**config.mk**
```make
export PLATFORM = sky130hd
export DESIGN_NAME = io_cfg_seq
export DESIGN_NICKNAME = d
export VERILOG_FILES = /design/src/rtl/io_cfg_seq.sv
export SDC_FILE = /design/constraint.sdc
export NUM_CORES = 1
export LEC_CHECK = 0
export CORE_ASPECT_RATIO = 0.7
export CORE_UTILIZATION = 30
export CTS_BUF_LIST = sky130_fd_sc_hd__clkbuf_2
export DETAILED_ROUTE_END_ITERATION = 12
export SYNTH_ARGS = -nofsm -noshare
export SYNTH_HDL_FRONTEND = slang
export SYNTH_SLANG_ARGS = --single-unit
```
**constraint.sdc**
```tcl
create_clock -name clk -period 13.2 [get_ports clk]
set_clock_uncertainty 0.1 [all_clocks]
set_input_delay 1.98 -clock clk [delete_from_list [all_inputs] [get_ports clk]]
set_output_delay 1.98 -clock clk [all_outputs]
set_load 0.02 [all_outputs]
```
**src/rtl/io_cfg_seq.sv**
```systemverilog
// Pin-mux configuration sequencer: shadow bank with code/resource validation and
// break-before-make commit of changed pins into the active config driving io_map.
module io_cfg_seq #(
  parameter int PIN_NUM   = 16,
  parameter int CFG_NBIT  = 8,
  parameter int ADDR_NBIT = 4,
  parameter int GUARD_CYC = 4
) (
  input  logic                         clk,
  input  logic                         rst,
  input  logic                         i_wr_en,
  input  logic [ADDR_NBIT-1:0]         i_wr_addr,
  input  logic [CFG_NBIT-1:0]          i_wr_data,
  input  logic                         i_apply,
  output logic                         o_busy,
  output logic                         o_done,
  output logic [1:0]                   o_err_code,
  output logic [PIN_NUM*CFG_NBIT-1:0]  o_cfg,
  output logic [PIN_NUM-1:0]           o_park
);

  typedef enum logic [2:0] {
    S_IDLE,
    S_CHECK,
    S_PARK,
    S_COMMIT,
    S_SETTLE,
    S_DONE
  } state_t;

  localparam logic [1:0] ERR_NONE     = 2'd0;
  localparam logic [1:0] ERR_BAD_WR   = 2'd1;
  localparam logic [1:0] ERR_BUSY     = 2'd2;
  localparam logic [1:0] ERR_CONFLICT = 2'd3;
  localparam logic [7:0] GUARD_LOAD   = 8'(GUARD_CYC - 1);

  state_t                             state_q, state_d;
  logic [PIN_NUM-1:0][CFG_NBIT-1:0]   shadow_q, shadow_d;
  logic [PIN_NUM-1:0][CFG_NBIT-1:0]   active_q, active_d;
  logic [PIN_NUM-1:0]                 chg_q, chg_d;
  logic [PIN_NUM-1:0]                 park_q, park_d;
  logic [7:0]                         cnt_q, cnt_d;
  logic                               busy_q, busy_d;
  logic                               done_q, done_d;
  logic [1:0]                         err_q, err_d;

  logic [PIN_NUM-1:0]                 changed;
  logic                               conflict;
  logic                               wr_bad;

  function automatic logic code_valid(input logic [CFG_NBIT-1:0] c);
    return (c <= CFG_NBIT'(8'h08)) || (c == CFG_NBIT'(8'h19)) ||
           (c == CFG_NBIT'(8'h20)) || (c == CFG_NBIT'(8'h21)) ||
           (c == CFG_NBIT'(8'h22));
  endfunction

  // SDA and counter codes name a single physical resource; clock codes may fan out.
  function automatic logic code_exclusive(input logic [CFG_NBIT-1:0] c);
    return ((c >= CFG_NBIT'(8'h05)) && (c <= CFG_NBIT'(8'h08))) ||
           (c == CFG_NBIT'(8'h19)) || (c == CFG_NBIT'(8'h20)) ||
           (c == CFG_NBIT'(8'h21)) || (c == CFG_NBIT'(8'h22));
  endfunction

  assign wr_bad = !code_valid(i_wr_data) || (32'(i_wr_addr) >= PIN_NUM);

  always_comb begin
    changed  = '0;
    conflict = 1'b0;
    for (int i = 0; i < PIN_NUM; i++) begin
      changed[i] = (shadow_q[i] != active_q[i]);
      for (int j = i + 1; j < PIN_NUM; j++) begin
        if (code_exclusive(shadow_q[i]) && (shadow_q[i] == shadow_q[j])) conflict = 1'b1;
      end
    end
  end

  always_comb begin
    state_d  = state_q;
    shadow_d = shadow_q;
    active_d = active_q;
    chg_d    = chg_q;
    park_d   = park_q;
    cnt_d    = cnt_q;
    done_d   = 1'b0;
    err_d    = err_q;

    if ((state_q != S_IDLE) && (i_wr_en || i_apply)) err_d = ERR_BUSY;

    case (state_q)
      S_IDLE: begin
        if (i_apply) begin
          err_d   = ERR_NONE;
          state_d = S_CHECK;
        end
        // The write lands before CHECK, and its error wins over the apply's clear.
        if (i_wr_en) begin
          if (wr_bad) err_d = ERR_BAD_WR;
          else        shadow_d[i_wr_addr] = i_wr_data;
        end
      end
      S_CHECK: begin
        chg_d = changed;
        if (conflict) begin
          err_d   = ERR_CONFLICT;
          state_d = S_DONE;
          done_d  = 1'b1;
        end else if (changed == '0) begin
          state_d = S_DONE;
          done_d  = 1'b1;
        end else begin
          state_d = S_PARK;
          park_d  = changed;
          cnt_d   = GUARD_LOAD;
        end
      end
      S_PARK: begin
        if (cnt_q == 8'd0) begin
          state_d = S_COMMIT;
          for (int m = 0; m < PIN_NUM; m++) begin
            if (chg_q[m]) active_d[m] = shadow_q[m];
          end
        end else begin
          cnt_d = cnt_q - 8'd1;
        end
      end
      S_COMMIT: begin
        state_d = S_SETTLE;
        cnt_d   = GUARD_LOAD;
      end
      S_SETTLE: begin
        if (cnt_q == 8'd0) begin
          state_d = S_DONE;
          park_d  = '0;
          done_d  = 1'b1;
        end else begin
          cnt_d = cnt_q - 8'd1;
        end
      end
      S_DONE:  state_d = S_IDLE;
      default: state_d = S_IDLE;
    endcase

    busy_d = (state_d != S_IDLE);
  end

  always_ff @(posedge clk or posedge rst) begin
    if (rst) begin
      state_q  <= S_IDLE;
      shadow_q <= '0;
      active_q <= '0;
      chg_q    <= '0;
      park_q   <= '0;
      cnt_q    <= '0;
      busy_q   <= 1'b0;
      done_q   <= 1'b0;
      err_q    <= ERR_NONE;
    end else begin
      state_q  <= state_d;
      shadow_q <= shadow_d;
      active_q <= active_d;
      chg_q    <= chg_d;
      park_q   <= park_d;
      cnt_q    <= cnt_d;
      busy_q   <= busy_d;
      done_q   <= done_d;
      err_q    <= err_d;
    end
  end

  // Pin 0 sits in the most significant slice of the io_map config bus.
  always_comb begin
    o_cfg = '0;
    for (int m = 0; m < PIN_NUM; m++) begin
      o_cfg[(PIN_NUM-1-m)*CFG_NBIT +: CFG_NBIT] = active_q[m];
    end
  end

  assign o_busy     = busy_q;
  assign o_done     = done_q;
  assign o_err_code = err_q;
  assign o_park     = park_q;

endmodule

```
# After elaboration in Yosys (flattened, before gate mapping)
# Cells that the tools add are included.
dict set report op_classes {
  addsub 1
  mul 0
  n_div 0
  order_cmp 33
  eq_ne 208
  shifts 0
  n_mux 147
  bitwise_logic 0
  n_reduce_logical 229
}
# cell count
set ops {}
lappend ops {{8-bit == test} 120}
lappend ops {{8-bit by 6-bit == test with 1-bit output (second input constant)} 48}
lappend ops {{1-bit logical AND} 137}
lappend ops {{128-bit bitwise mux} 1}
lappend ops {{8-bit by 5-bit == test with 1-bit output (second input constant)} 16}
lappend ops {{8-bit by 4-bit less-or-equal comparator with 1-bit output (second input constant)} 16}
lappend ops {{8-bit != test} 16}
lappend ops {{1-bit two-way mux} 123}
lappend ops {{8-bit by 3-bit greater-or-equal comparator with 1-bit output (second input constant)} 15}
lappend ops {{1-bit logical OR} 65}
lappend ops {{3-bit AND reduction} 17}
lappend ops {{16-bit two-way mux} 3}
lappend ops {{8-bit demux with 4-bit select} 1}
lappend ops {{8-bit two-way mux} 4}
lappend ops {{16-bit one-hot mux with 2 select lines} 1}
lappend ops {{8-bit one-hot mux with 3 select lines} 1}
lappend ops {{16-bit zero test} 1}
lappend ops {{3-bit two-way mux} 5}
lappend ops {{3-bit one-hot mux with 5 select lines} 1}
lappend ops {{2-bit two-way mux} 5}
lappend ops {{3-bit nonzero test} 3}
lappend ops {{8-bit zero test} 1}
lappend ops {{2-bit != test (second input constant)} 4}
lappend ops {{4-bit AND reduction} 2}
lappend ops {{other kinds (11)} 12}
dict set report word_totals {
  ff_bits 303
  latch_bits 0
  mem_bits_rw 0
  romBits 0
  output_inout_bits 148
  memories 0
}

# Depth between registers and ports, before layout
# Gate-level depths: netlist (run 1).
dict set report logic_depth {
  depth_word 130
  mapped_depth 13
}

# Worst setup path before layout (run 1)
# OpenSTA, ideal clock, no wires.
dict set report synth_path {
  kind {in2reg}
  from {in i_wr_data[1]}
  to {reg shadow_q[18] (netlist name)}
  arrival_time_ns 3.893
  required_ns 12.975
  path_slack_ns 9.083
  stages 10
  path_cell_list {clkbuf_1 a211oi_1 nor2_1 o21ai_0 and3_1 and4_1 nand3_1 nor3_1 clkbuf_1 mux2_2}
}
dict set report synth_between {
  elab_chain_cells 6
  word_cells_on_any_way 10
}
# element line_no
set synth_rtl {}
lappend synth_rtl {{from (decl)} 13} ;# input logic [CFG_NBIT-1:0] i_wr_data,
lappend synth_rtl {{8-bit by 4-bit less-or-equal comparator with 1-bit output / 8-bit by 5-bit == test with 1-bit output (equally long branches)} 52} ;# return (c <= CFG_NBIT'(8'h08)) || (c == CFG_NBIT'(8'h19)) ||
lappend synth_rtl {{1-bit logical OR (2 in series)} 52}
lappend synth_rtl {{1-bit logical OR} 53} ;# (c == CFG_NBIT'(8'h20)) || (c == CFG_NBIT'(8'h21)) ||
lappend synth_rtl {{1-bit logical OR *} 53}
lappend synth_rtl {{3-bit AND reduction (no line) *} n/a}
lappend synth_rtl {{to (signal assigned)} 159} ;# shadow_q <= shadow_d;
lappend synth_rtl {{to (decl)} 38} ;# logic [PIN_NUM-1:0][CFG_NBIT-1:0] shadow_q, shadow_d;
# Every way passes the cells marked *; elsewhere a longest branch is shown, timed or not.
# A chain may end at the register's enable or synchronous reset.

# Final worst setup path (run 1)
dict set report layout_path {
  from {in i_wr_data[0]}
  to {reg shadow_q[80] (netlist name)}
}
dict set report layout_between {
  elab_chain_cells 6
  word_cells_on_any_way 11
}
# element line_no
set layout_rtl {}
lappend layout_rtl {{8-bit by 4-bit less-or-equal comparator with 1-bit output / 8-bit by 5-bit == test with 1-bit output (equally long branches)} 52}
lappend layout_rtl {{1-bit logical OR (2 in series)} 52}
lappend layout_rtl {{1-bit logical OR (2 in series)} 53}
lappend layout_rtl {{3-bit AND reduction (no line)} n/a}
# Several ways; a longest one is shown, not always the timed one.

==> qor.json, run 1 <==
{
  "critPathMaxStageDelay": {"value": 0.92, "unit": "ns"},
  "power_density": {"value": 88.0, "unit": "nW/um^2"},
  "count_of_flip_flops_with_a_built_in_enable_after_synthesis": {"value": 0},
  "net_switching_share_of_the_total_power": {"value": 38.2, "unit": "%"},
  "io_pins": {"value": 164},
  "worst_hold_startpoint": {"value": "o_park[14]"},
  "tritoncts.num_buffers": {"value": 79},
  "number_of_vias_after_detailed_routing": {"value": 21900},
  "hold_path.class": {"value": "register to register"},
  "layout_cell_share_with_drive_strength_beyond_1": {"value": 15.7, "unit": "%"},
  "transition_time_at_the_pin_with_the_least_slew_margin": {"value": 1.24, "unit": "ns"},
  "max_slew_margin": {"value": 17.6, "unit": "%"},
  "yosys_warnings": {"value": 0},
  "drv_slew": {"value": 0},
  "clk-insertion-delay-late": {"value": 1.20, "unit": "ns"},
  "crit_path_max_fanout": {"value": 19},
  "critPathSlowestCell": {"value": "sky130_fd_sc_hd__clkdlybuf4s50_1"},
  "power.share.clock": {"value": 28.8, "unit": "%"},
  "yosys_most_used_dff": {"value": "sky130_fd_sc_hd__dfrtp_1"},
  "post_cts_repair_timing_setup_buffer_count": {"value": 0},
  "remaining_drc_errors": {"value": 0},
  "ys_types": {"value": 53},
  "grtUsageTotal": {"value": 22.6, "unit": "%"},
  "finalSetupTns": {"value": 0, "unit": "ns"},
  "finalNetCount": {"value": 2890},
  "reg2reg_from": {"value": "shadow_q[81]"},
  "core_area": {"value": 86300, "unit": "sq um"},
  "dr.first_iter.drc_count": {"value": 2540},
  "root_buffer_cell": {"value": "sky130_fd_sc_hd__clkbuf_2"},
  "place_hpwl": {"value": 64400, "unit": "um"},
  "cts_max_level": {"value": 3},
  "clk_pin_slew_worst_paths": {"value": 0.11, "unit": "ns"},
  "wire_length_of_the_first_global_routing_pass": {"value": 148000, "unit": "um"},
  "dieArea": {"value": 88500, "unit": "sq um"},
  "rsz0062_at_grt": {"value": "false"},
  "ant_nets": {"value": 0},
  "vias_per_cell": {"value": 5.37},
  "grt_start_max_net_pins": {"value": 120},
  "timing.final.crit_share": {"value": 33.0, "unit": "%"},
  "cts.repair.resized": {"value": 0},
  "worst-endpoint-arrival": {"value": 5.31, "unit": "ns"},
  "globalplace.congestion": {"value": 0.942},
  "power.static_leakage": {"value": 13.4, "unit": "nW"},
  "grt_pass1_vias": {"value": 20800},
  "cpLargestDelayFamily": {"value": "simple AND/OR/NAND/NOR gates"},
  "post_synthesis_area_per_instance": {"value": 9.42, "unit": "sq um"},
  "grt_antenna_before_repair": {"value": 5},
  "cp.buffers_inverters": {"value": 1},
  "critPathCaptureType": {"value": "register"},
  "die_width": {"value": 355, "unit": "um"},
  "p_int": {"value": 1.59, "unit": "mW"},
  "final.min_clock_period": {"value": 4.36, "unit": "ns"},
  "drtPass1Iterations": {"value": 5},
  "timing.final.hold_violations": {"value": 0},
  "synth_top_area_share": {"value": 29.0, "unit": "%"},
  "portion_of_the_post_synthesis_area_used_by_sequential_elements": {"value": 29.0, "unit": "%"},
  "syn2layout_area_growth": {"value": 11.6, "unit": "%"},
  "timing.fmax": {"value": 0.229, "unit": "GHz"},
  "route.final.wire_length": {"value": 102000, "unit": "um"},
  "grt_overflow_total": {"value": 0},
  "tritoncts": {"value": "built"},
  "synth_top_cells_by_area": {"value": "sky130_fd_sc_hd__dfrtp_1, sky130_fd_sc_hd__xnor2_1, sky130_fd_sc_hd__xor2_1"},
  "timing.critical_path.cells": {"value": "clkdlybuf4s50_1 > a211oi_1 > nor2_1 > o21ai_0 > and3_1 > and4_1 > nand3_1 > nor2b_1 > mux2_2"},
  "power.ir.vdd_worst": {"value": 0.0000565, "unit": "V"},
  "seqPwrFrac": {"value": 41.4, "unit": "%"},
  "fp-row-count": {"value": 90},
  "postCtsHoldBufs": {"value": 0},
  "max_cap_viol_count": {"value": 0},
  "clock_tree.buffer_depth": {"value": 3},
  "share_comb_of_total_power": {"value": 29.8, "unit": "%"},
  "cts.sink_count": {"value": 303},
  "synthDominantAreaCellType": {"value": "sky130_fd_sc_hd__dfrtp_1"},
  "worstSetupStartpoint": {"value": "i_wr_data[0]"},
  "post-layout-total-power": {"value": 2.57, "unit": "mW"},
  "postSynth.asyncResetShare": {"value": 100, "unit": "%"},
  "switching_power": {"value": 0.982, "unit": "mW"},
  "initial_core_util": {"value": 30.4, "unit": "%"},
  "synth.ff_latch_count": {"value": 303},
  "io_buffer_count": {"value": 163},
  "netlist_instances": {"value": 2779},
  "floorplan.die.height": {"value": 249, "unit": "um"},
  "worstSetupPathType": {"value": "input pin to register"},
  "wl_per_cell": {"value": 24.9, "unit": "um"},
  "worstSetupStartpointType": {"value": "input pin"},
  "run_status": {"value": "complete, no violations"},
  "mappedNetlistArea": {"value": 26200, "unit": "sq um"},
  "cp_data_required_time": {"value": 14.15, "unit": "ns"},
  "synth.net_count": {"value": 2796},
  "finalSetupViolCount": {"value": 0}
}
-- layout by cell type, fill, tap and decap left out, types with 4 or more instances in the layout --
| cell | Yosys | routed |
|---|---|---|
| sky130_fd_sc_hd__nand3_1 | 24 | 24 |
| sky130_fd_sc_hd__nand2_2 | 10 | 10 |
| sky130_fd_sc_hd__a31oi_1 | 7 | 7 |
| sky130_fd_sc_hd__a22oi_1 | 12 | 12 |
| sky130_fd_sc_hd__dfrtp_1 | 303 | 297 |
| sky130_fd_sc_hd__nor2b_1 | 21 | 21 |
| sky130_fd_sc_hd__buf_4 | 136 | 138 |
| sky130_fd_sc_hd__nand4_1 | 175 | 175 |
| sky130_fd_sc_hd__bufinv_16 | 0 | 4 |
| sky130_fd_sc_hd__clkinv_1 | 0 | 17 |
| sky130_fd_sc_hd__clkbuf_2 | 0 | 104 |
| sky130_fd_sc_hd__nor3_1 | 17 | 17 |
| sky130_fd_sc_hd__xor2_1 | 441 | 441 |
| sky130_fd_sc_hd__nor4_1 | 119 | 119 |
| sky130_fd_sc_hd__or3_1 | 4 | 4 |
| sky130_fd_sc_hd__clkinv_2 | 0 | 4 |
| sky130_fd_sc_hd__mux2_1 | 16 | 16 |
| sky130_fd_sc_hd__a211oi_1 | 7 | 7 |
| sky130_fd_sc_hd__o22ai_1 | 8 | 8 |
| sky130_fd_sc_hd__a21oi_1 | 93 | 93 |
| sky130_fd_sc_hd__nand2b_1 | 8 | 8 |
| sky130_fd_sc_hd__and2_1 | 27 | 27 |
| sky130_fd_sc_hd__xnor2_1 | 642 | 642 |
| sky130_fd_sc_hd__o31ai_1 | 5 | 5 |
| sky130_fd_sc_hd__clkdlybuf4s50_1 | 0 | 163 |
| sky130_fd_sc_hd__o21ai_0 | 63 | 63 |
| sky130_fd_sc_hd__mux2i_1 | 20 | 20 |
| sky130_fd_sc_hd__mux2_2 | 177 | 177 |
| sky130_fd_sc_hd__nand2_1 | 91 | 91 |
| sky130_fd_sc_hd__nor2_1 | 124 | 124 |
| sky130_fd_sc_hd__a2111oi_0 | 5 | 5 |
| sky130_fd_sc_hd__inv_1 | 32 | 31 |
| sky130_fd_sc_hd__dfrtp_2 | 0 | 6 |
-- worst paths after layout --
| check | endpoint | slack, ns | cells after the start |
|---|---|---|---|
| min in group asynchronous | shadow_q[19] | 1.28 | 2 |
| hold / removal | o_park[14] | 0.43 | 2 |
| hold reg to reg | o_park[14] | 0.43 | 2 |
| setup / recovery | shadow_q[80] | 8.84 | 9 |
| setup reg to reg | o_park[9] | 8.90 | 10 |
| max in group asynchronous | shadow_q[90] | 10.02 | 3 |
-- Yosys cell counts, drive strengths merged (3+ instances only) --
| master | count |
|---|---|
| xnor2 | 642 |
| xor2 | 441 |
| dfrtp | 303 |
| buf | 264 |
| mux2 | 193 |
| nand4 | 175 |
| nor2 | 124 |
| nor4 | 119 |
| nand2 | 102 |
| a21oi | 93 |
| o21ai | 64 |
| inv | 32 |
| and2 | 27 |
| clkbuf | 26 |
| nand3 | 24 |
| nor2b | 21 |
| mux2i | 20 |
| nor3 | 20 |
| a22oi | 12 |
| a2111oi | 8 |
| nand2b | 8 |
| o22ai | 8 |
| a211oi | 7 |
| a31oi | 7 |
| o31ai | 5 |
| or3 | 4 |
| o2111ai | 3 |
| o211ai | 3 |
| o21bai | 3 |
| o2bb2ai | 3 |
| or4 | 3 |
-- cells by family after synthesis --
group / after synthesis / synth area share (%)
muxes: 213 / 9.06
AOI/OAI and AO/OA: 223 / 4.99
DFF: 303 / 29.0
xor gates and xnor gates: 1083 / 36.2
buffers and inverters: 322 / 7.66
and+or+nand+nor: 634 / 13.1
adders and majority gates: 1 / 0.0478
-- layout make-up --
class / count / area [sq um]
fill: 8913 / 57000
multi-input combinational: 2154 / 16600
sequential: 303 / 7590
timing repair buffer: 303 / 2700
tap: 1150 / 1440
clock buffer: 104 / 520
clock inverter: 29 / 234
inverter: 32 / 128
antenna: 3 / 7.51
-- registers in the layout, indices dropped and copies added (netlist names) --
register / flops
shadow_q: 128
cnt_q: 8
state_q: 3
o_park: 16
o_err_code: 2
o_done: 1
chg_q: 16
o_busy: 1
o_cfg: 128
-- tightest hold or removal path: stages, from the launching register on --
cell	delay [ns]
sky130_fd_sc_hd__dfrtp_1	0.39
sky130_fd_sc_hd__nand2_1	0.06
sky130_fd_sc_hd__mux2i_1	0.06
-- routing by layer --
metal | share of wire [%] | global-route usage (%) | routed length (um)
met1 | 43 | 31.4 | 43500
met2 | 41 | 31.7 | 41600
met3 | 13 | 8.39 | 13100
met4 | 3.4 | 7.80 | 3490
met5 | 0.025 | 0 | 25
-- power by group through the flow --
stage	combinational (mW)	sequential [mW]	clock [mW]
6_report	0.766	1.06	0.741
5_1_grt	0.827	1.07	0.807
4_1_cts	0.754	1.06	0.762
3_5_place_dp	0.751	1.08	0
3_3_place_gp	0.741	1.08	0
2_1_floorplan	0.508	1.08	0
-- stage by stage --
step	instance area (sq um)	hold WS, ns	worst slack, ns	std cells	util, %
floorplan	26200	0.383	2.75	2779	-
global placement	28400	0.409	7.31	3941	33.0
detailed placement	28400	0.413	7.39	3941	33.0
CTS	29200	0.436	8.60	4074	33.9
global route	29200	0.453	8.70	4078	33.9
finish	29200	0.432	8.84	4078	33.9
(Power assumes the default switching activity.)
==> inputs of run 2 (changes only) <==
Clock period 13.2 ns to 3.6 ns, I/O delays scaled along.
==> run 2 against run 1 <==
  * Sequential power rose to 3.7 times the previous value
  * Core utilization rose by 2.5 points
  * Register-to-register slack got worse by 8.9 ns
  * Routed wire length rose by 6.3%
  * Power rose to 3.7 times the previous value
  * Die area did not move
  * Critical path depth rose by 5
  * Sequential share of layout area fell by 1.8 points
  * Global-route usage rose by 1.4 points
  * Cell count rose by 5.0%
  * Combinational power rose to 4.0 times the previous value
  * Via count rose by 4.8%
  * Critical endpoint is now cnt_q[1]
==> qor.json, run 2 (same netlist as run 1, synthesis figures left out) <==
{
  "run_status": {"value": "complete, no violations"},
  "tritoncts": {"value": "built"},
  "tritoncts.num_buffers": {"value": 79},
  "worst_hold_startpoint": {"value": "i_wr_data[5]"},
  "timing.final.hold_violations": {"value": 0},
  "critPathMaxStageDelay": {"value": 0.60, "unit": "ns"},
  "critPathSlowestCell": {"value": "sky130_fd_sc_hd__nor2_1"},
  "grt_pass1_vias": {"value": 22100},
  "wl_per_cell": {"value": 25.2, "unit": "um"},
  "critPathCaptureType": {"value": "register"},
  "standard_cell_area_after_detailed_placement": {"value": 30600, "unit": "sq um"},
  "grtUsageTotal": {"value": 24.0, "unit": "%"},
  "core_area": {"value": 86300, "unit": "sq um"},
  "timing.final.ws_setup": {"value": 0.0460, "unit": "ns"},
  "number_of_vias_after_detailed_routing": {"value": 22900},
  "layout_cell_share_with_drive_strength_beyond_1": {"value": 20.9, "unit": "%"},
  "fp-row-count": {"value": 90},
  "route.final.wire_length": {"value": 108000, "unit": "um"},
  "max_slew_margin": {"value": 47.6, "unit": "%"},
  "power_density": {"value": 306, "unit": "nW/um^2"},
  "ant_nets": {"value": 0},
  "drtPass1Iterations": {"value": 6},
  "remaining_drc_errors": {"value": 0},
  "worstSetupStartpointType": {"value": "register"},
  "critical-path-top-cell-by-count": {"value": "sky130_fd_sc_hd__buf_4"},
  "finalSetupViolCount": {"value": 0},
  "most-common-layout-cells": {"value": "sky130_fd_sc_hd__xnor2_1, sky130_fd_sc_hd__xor2_1, sky130_fd_sc_hd__dfrtp_1"},
  "rsz0062_at_grt": {"value": "false"},
  "syn2layout_area_growth": {"value": 19.7, "unit": "%"},
  "transition_time_at_the_pin_with_the_least_slew_margin": {"value": 0.779, "unit": "ns"},
  "crit_path_max_fanout": {"value": 11},
  "timing.critical_path.cells": {"value": "buf_4 > xnor2_1 > nand4_1 > nor2_1 > a2111oi_2 > buf_4 > nand4_1 > buf_4 > o2111ai_1 > nand3_1 > buf_4 > nor3_4 > a31oi_1 > a22oi_1"},
  "worstSetupStartpoint": {"value": "shadow_q[35]"},
  "wire_length_of_the_first_global_routing_pass": {"value": 157000, "unit": "um"},
  "root_buffer_cell": {"value": "sky130_fd_sc_hd__clkbuf_2"},
  "floorplan.die.height": {"value": 249, "unit": "um"},
  "worst-endpoint-arrival": {"value": 4.49, "unit": "ns"},
  "cp_data_required_time": {"value": 4.54, "unit": "ns"},
  "dp_worst_setup_slack": {"value": -0.119, "unit": "ns"},
  "reg2reg_from": {"value": "shadow_q[35]"},
  "timing.final.crit_share": {"value": 98.7, "unit": "%"},
  "max_cap_viol_count": {"value": 0},
  "grt_antenna_before_repair": {"value": 3},
  "fillers": {"value": 8866},
  "clk-insertion-delay-late": {"value": 1.19, "unit": "ns"},
  "final.min_clock_period": {"value": 3.55, "unit": "ns"},
  "grt_start_max_net_pins": {"value": 92},
  "stdcell_area": {"value": 31300, "unit": "sq um"},
  "layout.cells.most_common": {"value": "sky130_fd_sc_hd__xnor2_1"},
  "power.ir.vdd_worst": {"value": 0.000174, "unit": "V"},
  "io_pins": {"value": 164},
  "vias_per_cell": {"value": 5.36},
  "grt_overflow_total": {"value": 0},
  "cts.sink_count": {"value": 303},
  "clock_tree.buffer_depth": {"value": 3},
  "hold_path.class": {"value": "input pin to register"},
  "globalplace.congestion": {"value": 1.01},
  "dr.first_iter.drc_count": {"value": 2936},
  "initial_core_util": {"value": 30.4, "unit": "%"},
  "dieArea": {"value": 88500, "unit": "sq um"},
  "clk_pin_slew_worst_paths": {"value": 0.12, "unit": "ns"},
  "drv_slew": {"value": 0},
  "power.static_leakage": {"value": 14.6, "unit": "nW"},
  "worstSetupPathType": {"value": "register to register"},
  "die_width": {"value": 355, "unit": "um"},
  "io_buffer_count": {"value": 163},
  "place_hpwl": {"value": 78200, "unit": "um"},
  "cts_max_level": {"value": 3},
  "timing.fmax": {"value": 0.281, "unit": "GHz"},
  "finalNetCount": {"value": 3095}
}
-- run 2: changes by cell type in the layout (fill, tap and decap cells not counted), sizes merged --
cell	previous run	this run
diode	3	2
dlygate4sd3	0	4
clkinvlp	0	3
clkinv	23	21
buf	139	341
bufinv	4	3
clkbuf	105	107
inv	34	32
-- run 2: critical path, delay by kind of cell (launching register included) --
family,cells,cell delay (ns)
AOI/OAI and AO/OA,4,0.95
xor gates and xnor gates,1,0.21
DFF,1,0.43
and+or+nand+nor,5,1.02
buffers and inverters,4,0.75
-- run 2: layout make-up --
type | instances | area (sq um) | area share (%)
Tap cell | 1150 | 1440 | 4.59
Sequential cell | 303 | 7580 | 24.2
Timing Repair Buffer | 508 | 4840 | 15.5
Clock buffer | 107 | 536 | 1.71
Multi-Input combinational cell | 2154 | 16600 | 53.0
Inverter | 32 | 124 | 0.395
Clock inverter | 27 | 191 | 0.611
Antenna cell | 2 | 5.00 | 0.0160
-- run 2: final timing paths --
path	endpoint	slack (ns)	cells past startpoint
worst max-delay path	cnt_q[1]	0.05	14
worst min-delay path	shadow_q[85]	0.18	4
worst max register to register	cnt_q[1]	0.05	14
worst min register to register	o_park[1]	0.43	2
max in group asynchronous	shadow_q[96]	2.10	4
min in group asynchronous	shadow_q[33]	0.33	3
-- run 2: power by group --
| group | total [mW] | internal (mW) | switching, mW |
|---|---|---|---|
| Combinational | 3.06 | 1.25 | 1.82 |
| Clock | 2.61 | 1.02 | 1.60 |
| Sequential | 3.90 | 3.65 | 0.256 |
-- run 2: metrics by stage --
| stage | hold WS [ns] | util [%] | setup TNS [ns] | total power, mW | instances |
|---|---|---|---|---|---|
| after global routing | 0.161 | 36.3 | 0 | 10.1 | 4283 |
| after detailed placement | 0.421 | 35.4 | -2.04 | 6.95 | 4143 |
| after CTS | 0.0125 | 36.3 | 0 | 9.62 | 4281 |
| after floorplan | 0.383 | - | -323.91 | 5.82 | 2779 |
| final | 0.178 | 36.3 | 0 | 9.58 | 4283 |
| after global placement | 0.405 | 35.4 | -0.214 | 6.92 | 4143 |
-- run 2: per-layer routing --
layer  up-vias  part of all wire, %  track usage (%)
met5         -                    0                0
met4         0                  3.6             8.89
met3       248                   13             7.78
met2      1510                   40             33.4
met1     11200                   43             34.1
li1       9957                    -                -
-- run 2: repair_timing --
item                                   CTS  global route
endpoints found under the hold margin   12             0
setup endpoints to repair               25            27
pin swaps                                0             1
buffers inserted                         0             0
resized for setup                        1             2
hold buffers                             4             0
